$ cat config.mk
export PLATFORM = sky130hd
export DESIGN_NAME = bram_seq_ctrl
export DESIGN_NICKNAME = d
export VERILOG_FILES = /design/src/rtl/bram_seq_ctrl.sv
export SDC_FILE = /design/constraint.sdc
export NUM_CORES = 1
export LEC_CHECK = 0
export ABC_CLOCK_PERIOD_IN_PS = 2950
export CAP_MARGIN = 15
export CELL_PAD_IN_SITES_DETAIL_PLACEMENT = 1
export CELL_PAD_IN_SITES_GLOBAL_PLACEMENT = 1
export CORE_UTILIZATION = 39
export CTS_CLUSTER_DIAMETER = 40
export CTS_CLUSTER_SIZE = 14
export DETAILED_ROUTE_END_ITERATION = 16
export GPL_ROUTABILITY_DRIVEN = 0
export PLACE_DENSITY_LB_ADDON = 0.12
export RECOVER_POWER = 100
export SYNTH_ARGS = -nofsm -noshare
export SYNTH_HDL_FRONTEND = slang
export SYNTH_SLANG_ARGS = --single-unit
$ cat constraint.sdc
create_clock -name clk -period 2.95 [get_ports clk]
set_input_delay 0.59 -clock clk [delete_from_list [all_inputs] [get_ports clk]]
set_output_delay 0.59 -clock clk [all_outputs]
set_load 0.005 [all_outputs]
$ cat src/rtl/bram_seq_ctrl.sv
// bram_seq_ctrl: sequences a run of word writes and/or reads over a single-port
// BRAM starting at a base address, with a read-latency pipeline that realigns
// returned data and an optional readback verify that counts pattern mismatches.
module bram_seq_ctrl #(
  parameter int DATA_WIDTH = 8,
  parameter int ADDR_WIDTH = 12,
  parameter int RD_LATENCY = 1
) (
  input  logic                  clk,
  input  logic                  rst_n,
  input  logic                  i_run,
  input  logic                  i_abort,
  input  logic [1:0]            i_mode,
  input  logic [ADDR_WIDTH-1:0] i_base_addr,
  input  logic [ADDR_WIDTH:0]   i_cnt,
  input  logic [DATA_WIDTH-1:0] i_seed,
  output logic                  o_idle,
  output logic                  o_write,
  output logic                  o_read,
  output logic                  o_done,
  output logic                  o_busy,
  output logic [ADDR_WIDTH-1:0] addr,
  output logic                  en,
  output logic                  we,
  output logic [DATA_WIDTH-1:0] din,
  input  logic [DATA_WIDTH-1:0] qout,
  output logic                  o_valid,
  output logic [DATA_WIDTH-1:0] o_mem_data,
  output logic [ADDR_WIDTH:0]   o_err_cnt,
  output logic                  o_pass
);

  localparam int CW = ADDR_WIDTH + 1;

  localparam logic [1:0] MODE_WRITE  = 2'b00;
  localparam logic [1:0] MODE_READ   = 2'b01;
  localparam logic [1:0] MODE_VERIFY = 2'b11;

  typedef enum logic [2:0] {
    S_IDLE,
    S_WRITE,
    S_READ,
    S_DRAIN,
    S_DONE
  } state_t;

  state_t                state_q, state_d;
  logic [1:0]            mode_q, mode_d;
  logic [ADDR_WIDTH-1:0] base_q, base_d;
  logic [CW-1:0]         cnt_q, cnt_d;
  logic [DATA_WIDTH-1:0] seed_q, seed_d;
  logic [CW-1:0]         off_q, off_d;
  logic [2:0]            drain_q, drain_d;
  logic                  aborted_q, aborted_d;
  logic [CW-1:0]         err_q, err_d;
  logic                  pass_q, pass_d;
  logic [RD_LATENCY-1:0] vld_q, vld_d;
  logic [DATA_WIDTH-1:0] exp_q [RD_LATENCY];
  logic [DATA_WIDTH-1:0] exp_d [RD_LATENCY];

  logic                  last_off;
  logic [ADDR_WIDTH-1:0] cur_addr;
  logic [DATA_WIDTH-1:0] pattern;
  logic                  rd_fire;
  logic                  beat_err;

  assign last_off = (off_q == cnt_q - 1'b1);
  assign cur_addr = base_q + off_q[ADDR_WIDTH-1:0];
  assign pattern  = seed_q + DATA_WIDTH'(off_q);

  assign o_valid    = vld_q[RD_LATENCY-1];
  assign o_mem_data = o_valid ? qout : '0;
  assign o_busy     = (state_q != S_IDLE);
  assign o_err_cnt  = err_q;
  assign o_pass     = pass_q;

  // Next-state, run bookkeeping and BRAM/flag outputs for the sequencer FSM.
  always_comb begin
    state_d   = state_q;
    mode_d    = mode_q;
    base_d    = base_q;
    cnt_d     = cnt_q;
    seed_d    = seed_q;
    off_d     = off_q;
    drain_d   = drain_q;
    aborted_d = aborted_q;
    pass_d    = pass_q;
    err_d     = (beat_err && (err_q != '1)) ? err_q + 1'b1 : err_q;
    o_idle    = 1'b0;
    o_write   = 1'b0;
    o_read    = 1'b0;
    o_done    = 1'b0;
    addr      = '0;
    en        = 1'b0;
    we        = 1'b0;
    din       = '0;
    rd_fire   = 1'b0;

    case (state_q)
      S_IDLE: begin
        o_idle = 1'b1;
        if (i_run && (i_cnt != '0)) begin
          mode_d    = i_mode;
          base_d    = i_base_addr;
          cnt_d     = i_cnt;
          seed_d    = i_seed;
          off_d     = '0;
          err_d     = '0;
          pass_d    = 1'b0;
          aborted_d = 1'b0;
          state_d   = (i_mode == MODE_READ) ? S_READ : S_WRITE;
        end
      end
      S_WRITE: begin
        o_write = 1'b1;
        addr    = cur_addr;
        en      = 1'b1;
        we      = 1'b1;
        din     = pattern;
        if (i_abort) begin
          aborted_d = 1'b1;
          state_d   = S_DONE;
        end else if (last_off) begin
          off_d   = '0;
          state_d = (mode_q == MODE_WRITE) ? S_DONE : S_READ;
        end else begin
          off_d = off_q + 1'b1;
        end
      end
      S_READ: begin
        o_read  = 1'b1;
        addr    = cur_addr;
        en      = 1'b1;
        rd_fire = 1'b1;
        if (i_abort || last_off) begin
          aborted_d = aborted_q | i_abort;
          drain_d   = '0;
          state_d   = S_DRAIN;
        end else begin
          off_d = off_q + 1'b1;
        end
      end
      S_DRAIN: begin
        if (drain_q == 3'(RD_LATENCY - 1)) begin
          state_d = S_DONE;
        end else begin
          drain_d = drain_q + 1'b1;
        end
      end
      S_DONE: begin
        o_done  = 1'b1;
        pass_d  = (mode_q == MODE_VERIFY) && !aborted_q && (err_q == '0);
        state_d = S_IDLE;
      end
      default: begin
        state_d = S_IDLE;
      end
    endcase
  end

  // Read pipeline: valid and expected-pattern shift registers aligned to BRAM latency.
  always_comb begin
    vld_d    = vld_q;
    exp_d    = exp_q;
    vld_d[0] = rd_fire;
    exp_d[0] = pattern;
    for (int i = 1; i < RD_LATENCY; i++) begin
      vld_d[i] = vld_q[i-1];
      exp_d[i] = exp_q[i-1];
    end
    beat_err = vld_q[RD_LATENCY-1] && (mode_q == MODE_VERIFY) &&
               (qout != exp_q[RD_LATENCY-1]);
  end

  // State, run context and pipeline registers with asynchronous clear.
  always_ff @(posedge clk or negedge rst_n) begin
    if (!rst_n) begin
      state_q   <= S_IDLE;
      mode_q    <= '0;
      base_q    <= '0;
      cnt_q     <= '0;
      seed_q    <= '0;
      off_q     <= '0;
      drain_q   <= '0;
      aborted_q <= 1'b0;
      err_q     <= '0;
      pass_q    <= 1'b0;
      vld_q     <= '0;
      for (int i = 0; i < RD_LATENCY; i++) begin
        exp_q[i] <= '0;
      end
    end else begin
      state_q   <= state_d;
      mode_q    <= mode_d;
      base_q    <= base_d;
      cnt_q     <= cnt_d;
      seed_q    <= seed_d;
      off_q     <= off_d;
      drain_q   <= drain_d;
      aborted_q <= aborted_d;
      err_q     <= err_d;
      pass_q    <= pass_d;
      vld_q     <= vld_d;
      exp_q     <= exp_d;
    end
  end

endmodule

=== Yosys cells after proc, flatten, opt, wreduce, memory -nomap -nowiden ===
Index checks and enable logic that the tools add are counted.

* Div/mod/pow operators: 0
* Order comparisons: 0
* Shift-type cells: 0
* Reductions and logical operators: 24
* Multiplexer cells: 32
* Bitwise operators: 1
* $add $sub $neg: 6
* Equal/unequal tests: 17
* $mul: 0

{| class="wikitable"
|+ Operators with widths
! cell !! count
|-
| 13-bit two-way mux || 7
|-
| 13-bit one-hot mux with 3 select lines || 1
|-
| 13-bit by 1-bit adder with 13-bit output (second input constant) || 2
|-
| 3-bit two-way mux || 8
|-
| 8-bit two-way mux || 2
|-
| 2-bit inequality test (second input constant) || 7
|-
| 13-bit == test || 1
|-
| 13-bit logical NOT || 1
|-
| 13-bit inequality test (second input constant) || 1
|-
| 13-bit nonzero test || 1
|-
| 13-bit by 1-bit subtractor with 13-bit output (second input constant) || 1
|-
| 12-bit adder || 1
|-
| 12-bit two-way mux || 1
|-
| 3-bit one-hot mux with 4 select lines || 1
|-
| 4-bit AND reduction || 3
|-
| 8-bit adder || 1
|-
| 1-bit two-way mux || 8
|-
| 8-bit inequality test || 1
|-
| 3-bit by 2-bit == test with 1-bit output (second input constant) || 2
|-
| 1-bit logical AND || 6
|-
| 3-bit logical NOT || 2
|-
| 3-bit one-hot mux with 2 select lines || 1
|-
| 3-bit nonzero test || 2
|-
| 2-bit AND reduction || 2
|-
| 16 further kinds || 17
|}

* Latch bits: 0
* Register bits: 78
* Memory bits (read-only): 0
* Memories: 0
* RAM bits: 0

=== Depth between registers and ports, before layout ===
* Depth in word-level cells: 7
* Gate-level depth with buffers: 10
* Gate-level depth less buffers: 10

=== Worst setup path after synthesis ===
OpenSTA, ideal clock, no wires.

* Path type: reg-to-output
* From: register off_q[0]
* To: output port addr[10]
* Data required time: 2.360 ns
* Arrival time: 2.260 ns
* Buffers on the path: 0
* Stages on the path, launching flop included: 11
* Setup slack: 0.100 ns
* Cells stage by stage: dfrtp_1 -> ha_1 -> fa_1 -> a21o_1 -> a21o_1 -> a21o_1 -> a21oi_1 -> o21a_1 -> o21ai_0 -> xnor2_1 -> nor2_1

* Longest elaborated chain between the ends: 2

{| class="wikitable"
|+ Ends and longest elaborated chain
! element !! line !! source
|-
| start: declaration || 52 || <nowiki>logic [CW-1:0] off_q, off_d;</nowiki>
|-
| start signal: assignment || 183 || <nowiki>off_q <= '0;</nowiki>
|-
| start signal: assignment || 198 || <nowiki>off_q <= off_d;</nowiki>
|-
| 12-bit adder || 68 || <nowiki>assign cur_addr = base_q + off_q[ADDR_WIDTH-1:0];</nowiki>
|-
| 12-bit two-way mux || 99 || <nowiki>case (state_q)</nowiki>
|-
| end: declaration || 22 || <nowiki>output logic [ADDR_WIDTH-1:0] addr,</nowiki>
|}

No other way between the ends.

=== Final worst setup path ===
* From: register off_q[1]
* To: output port addr[8]

The elaborated chain is that of the path after synthesis.

==> run_results.csv <==
group,metric,value,unit
run_status,status,"complete, but fails checks",
run_status,violations,"capacitance limit, slew limit, setup timing",
timing,finalCritPeriodShare,1.10,
timing,relSlewSlack,-0.360,
clock_network,path_clk_slew,0.06,ns
finish,multi_input_area,2990,sq um
timing,fin_worst_skew,0.00703,ns
setup_path,path_delay_family,"compound AO/OA/AOI/OAI gates",
setup_path,cp_common_cell,"a21o_1",
synthesis,syn_nets,638,
synthesis,yosysMostFrequentCell,"nand2_1",
setup_path,setup.worst_path.class,"register to primary output",
drt,wl_per_cell,18.1,um
synthesis,ys_warn_count,0,
synthesis,synthTopCellsByCount,"129 x nand2_1, 78 x dfrtp_1, 39 x nor2_1, 34 x xnor2_1, 27 x a21oi_1",
finish,fin_nets,786,
power_and_ir_drop,ir_drop,0.326,mV
setup_path,max_stage_delay,0.43,ns
finish,antennaDiodeCount,0,
floorplanning,initial_utilization,0.402,
global_route,grt_max_degree,79,
placed_design,hpwlAfterDp,10800,um
timing,final_hold_viol_count,0,
timing,rsz0062_at_grt,"true",
clock_network,clk_latency,0.34,ns
drt,drc,0,
global_route,grt_pass1_wl,25100,um
global_route,busiest_layer,"met2",
global_route,grtUsageTotal,0.251,
setup_path,endpoint_kind,"primary output",
floorplanning,die_h,114,um
floorplanning,rows,40,
finish,finalCoreUtilization,0.577,
synthesis,synth_top_area_cell,"dfrtp_1",
setup_path,required,2.36,ns
drt,postRouteAntennaNets,0,
hold_path,hold_path_class,"register to register",
placed_design,io_buffers,96,
timing,drv_slew,79,
hold_path,min_path_cells,2,
setup_path,worstPathMaxFanout,3,
synthesis,yosys.area.top_type_share,0.401,
setup_path,cp_data_arrival_time,2.65,ns
synthesis,synth.distinct_cells,57,
drt,drtPass1Iterations,4,
global_route,met1_usage,0.302,
drt,wl,16100,um
synthesis,synthArstFlopShare,1.00,
synthesis,yosysSeqAreaShare,0.401,
setup_path,critPathLaunchType,"register",
timing,finalSetupViolCount,8,
timing,tns,-1.54,ns
synthesis,synth_cells,565,
finish,fillers,1427,
synthesis,syn_avg_cell_area,8.63,sq um
synthesis,synth-seq-cells,78,
global_route,grt_use_met2,0.457,
drt,avgViaCountPerCell,5.23,
synthesis,synth_edf_count,0,
clock_network,cts.hold.buffers_added,0,
floorplanning,dieArea,12900,sq um
global_route,use_met3,0.0377,
setup_path,path_cells,"buf_6, fa_2, a21o_1, a21o_1, a21o_1, a21oi_2, o21a_1, buf_4, xor2_1, nor2_1, buf_2",
timing,worstMarginPinSlew,2.04,ns
clock_network,cts.sinks,78,
finish,drive_gt1_frac,0.191,
clock_network,numCtsBuffers,9,
clock_network,clockBufferDepth,2,
timing,fmax,308,MHz
floorplanning,io_pins,97,
global_route,grt_pass1_vias,5015,
clock_network,root_buffer,"clkbuf_16",
power_and_ir_drop,p_leak,0.00326,uW
finish,syn_to_final_growth,43.3,%
run,max-cap-violations,1,
finish,stdcell_count,886,
timing,layout_min_cycle_time,3.24,ns
setup_path,worst-path-stages,11,
global_route,antenna_found_initial,0,
timing,fin_ws,-0.294,ns
global_route,grt_overflow,0,
floorplanning,die_w,114,um
clock_network,htreeDepth,3,
synthesis,synth_area_leaders,"dfrtp_1 40%, nand2_1 9.9%, ha_1 6.2%",
clock_network,cts_tree,"built",
drt,drtIter0Drc,184,
drt,vias,4636,
synthesis,synth_top_flop_cell,"dfrtp_1",
placed_design,dp.cells,851,
finish,regArea,1950,sq um
floorplanning,core-area,12100,sq um
setup_path,reg2reg_depth,9,
setup_path,slowest_stage,"dfrtp_1",
synthesis,synth_area,4870,sq um
setup_path,crit_buf_inv,3,
power_and_ir_drop,power.density,960,nW/um^2
==> power breakdown <==
part / switching, uW / internal [uW]
Clock: 443 / 874
Combinational: 1820 / 1740
Sequential: 382 / 1440
==> layout make-up <==
| cell class | instances | area share |
|---|---|---|
| clock buffers | 13 | 0.0373 |
| clock inverters | 3 | 0.0129 |
| inverters | 23 | 0.0124 |
| multi-input cells | 444 | 0.428 |
| flip-flops and latches | 78 | 0.280 |
| well taps | 168 | 0.0301 |
| repair buffers | 157 | 0.200 |
==> cell usage in the layout (no fill, tap or decap), types with 5 or more instances in the layout <==
master	n
inv_1	22
and2_1	16
or3_1	6
nand3_1	9
a21oi_2	7
xnor2_1	30
clkbuf_16	9
mux2i_1	6
nor3_1	16
dfrtp_1	77
nand4_1	9
and3_1	7
buf_6	5
xor2_1	15
o21ai_0	14
buf_2	9
nor2_1	35
clkdlybuf4s50_1	79
ha_1	19
nor4_1	8
nand2b_1	6
nor2b_1	6
a21oi_1	19
a21o_1	11
buf_4	54
nand2_1	129
==> state kept, by name, summed over array words and instances, names as in the netlist, 2 cells and up <==
name	flops
base_q	12
cnt_q	13
drain_q	3
exp_q	8
mode_q	2
o_err_cnt	13
off_q	13
seed_q	8
state_q	3
==> layer usage <==
metal  vias up  part of all wire
li1       2215                 -
met4         0             0.026
met3        28             0.030
met1      2286              0.43
met2       107              0.51
met5         -                 0
==> worst reg2reg max path, stage by stage, from the launching register on <==
cell and delay, ns:
dfrtp_1 0.47, or4_4 0.56, o31a_1 0.28, o21a_1 0.20
o21ai_2 0.24, a32oi_4 0.19, buf_4 0.19, a21oi_1 0.24
nand4_1 0.20, mux2i_1 0.23
==> per-stage QoR <==
step                setup slack [ns]  hold slack, ns  area [sq um]  total power (uW)
finish                        -0.294           0.486          6990              6710
global route                  -0.375           0.516          6990              7150
detailed placement            -0.472           0.472          6260              4900
global placement              -0.339           0.474          6260              4760
floorplan                      0.100           0.294          4870              3500
CTS                           -0.237           0.469          6820              6460
==> final timing paths <==
path / startpoint / to / slack (ns)
setup / recovery: off_q[1] / addr[8] / -0.29
hold / removal: base_q[6] / base_q[6] / 0.49
setup reg to reg: cnt_q[2] / off_q[11] / 0.06
hold reg to reg: base_q[6] / base_q[6] / 0.49
max in group asynchronous: rst_n / state_q[1] / 0.77
min in group asynchronous: rst_n / o_err_cnt[8] / 0.80
==> cells by family after synthesis <==
logic type | Yosys count | synth area share
and+or+nand+nor | 269 | 0.261
buffers and inverters | 43 | 0.0383
xor gates and xnor gates | 51 | 0.0917
AOI/OAI and AO/OA | 90 | 0.122
adders and majority gates | 26 | 0.0698
DFF | 78 | 0.401
muxes | 8 | 0.0169
==> what timing repair did <==
item / 4_1_cts / 5_1_grt
resized for setup: 70 / 28
setup endpoints to repair: 24 / 23
pin swaps: 22 / 21
buffers inserted: 14 / 6
Power figures use the tool's default switching activity.
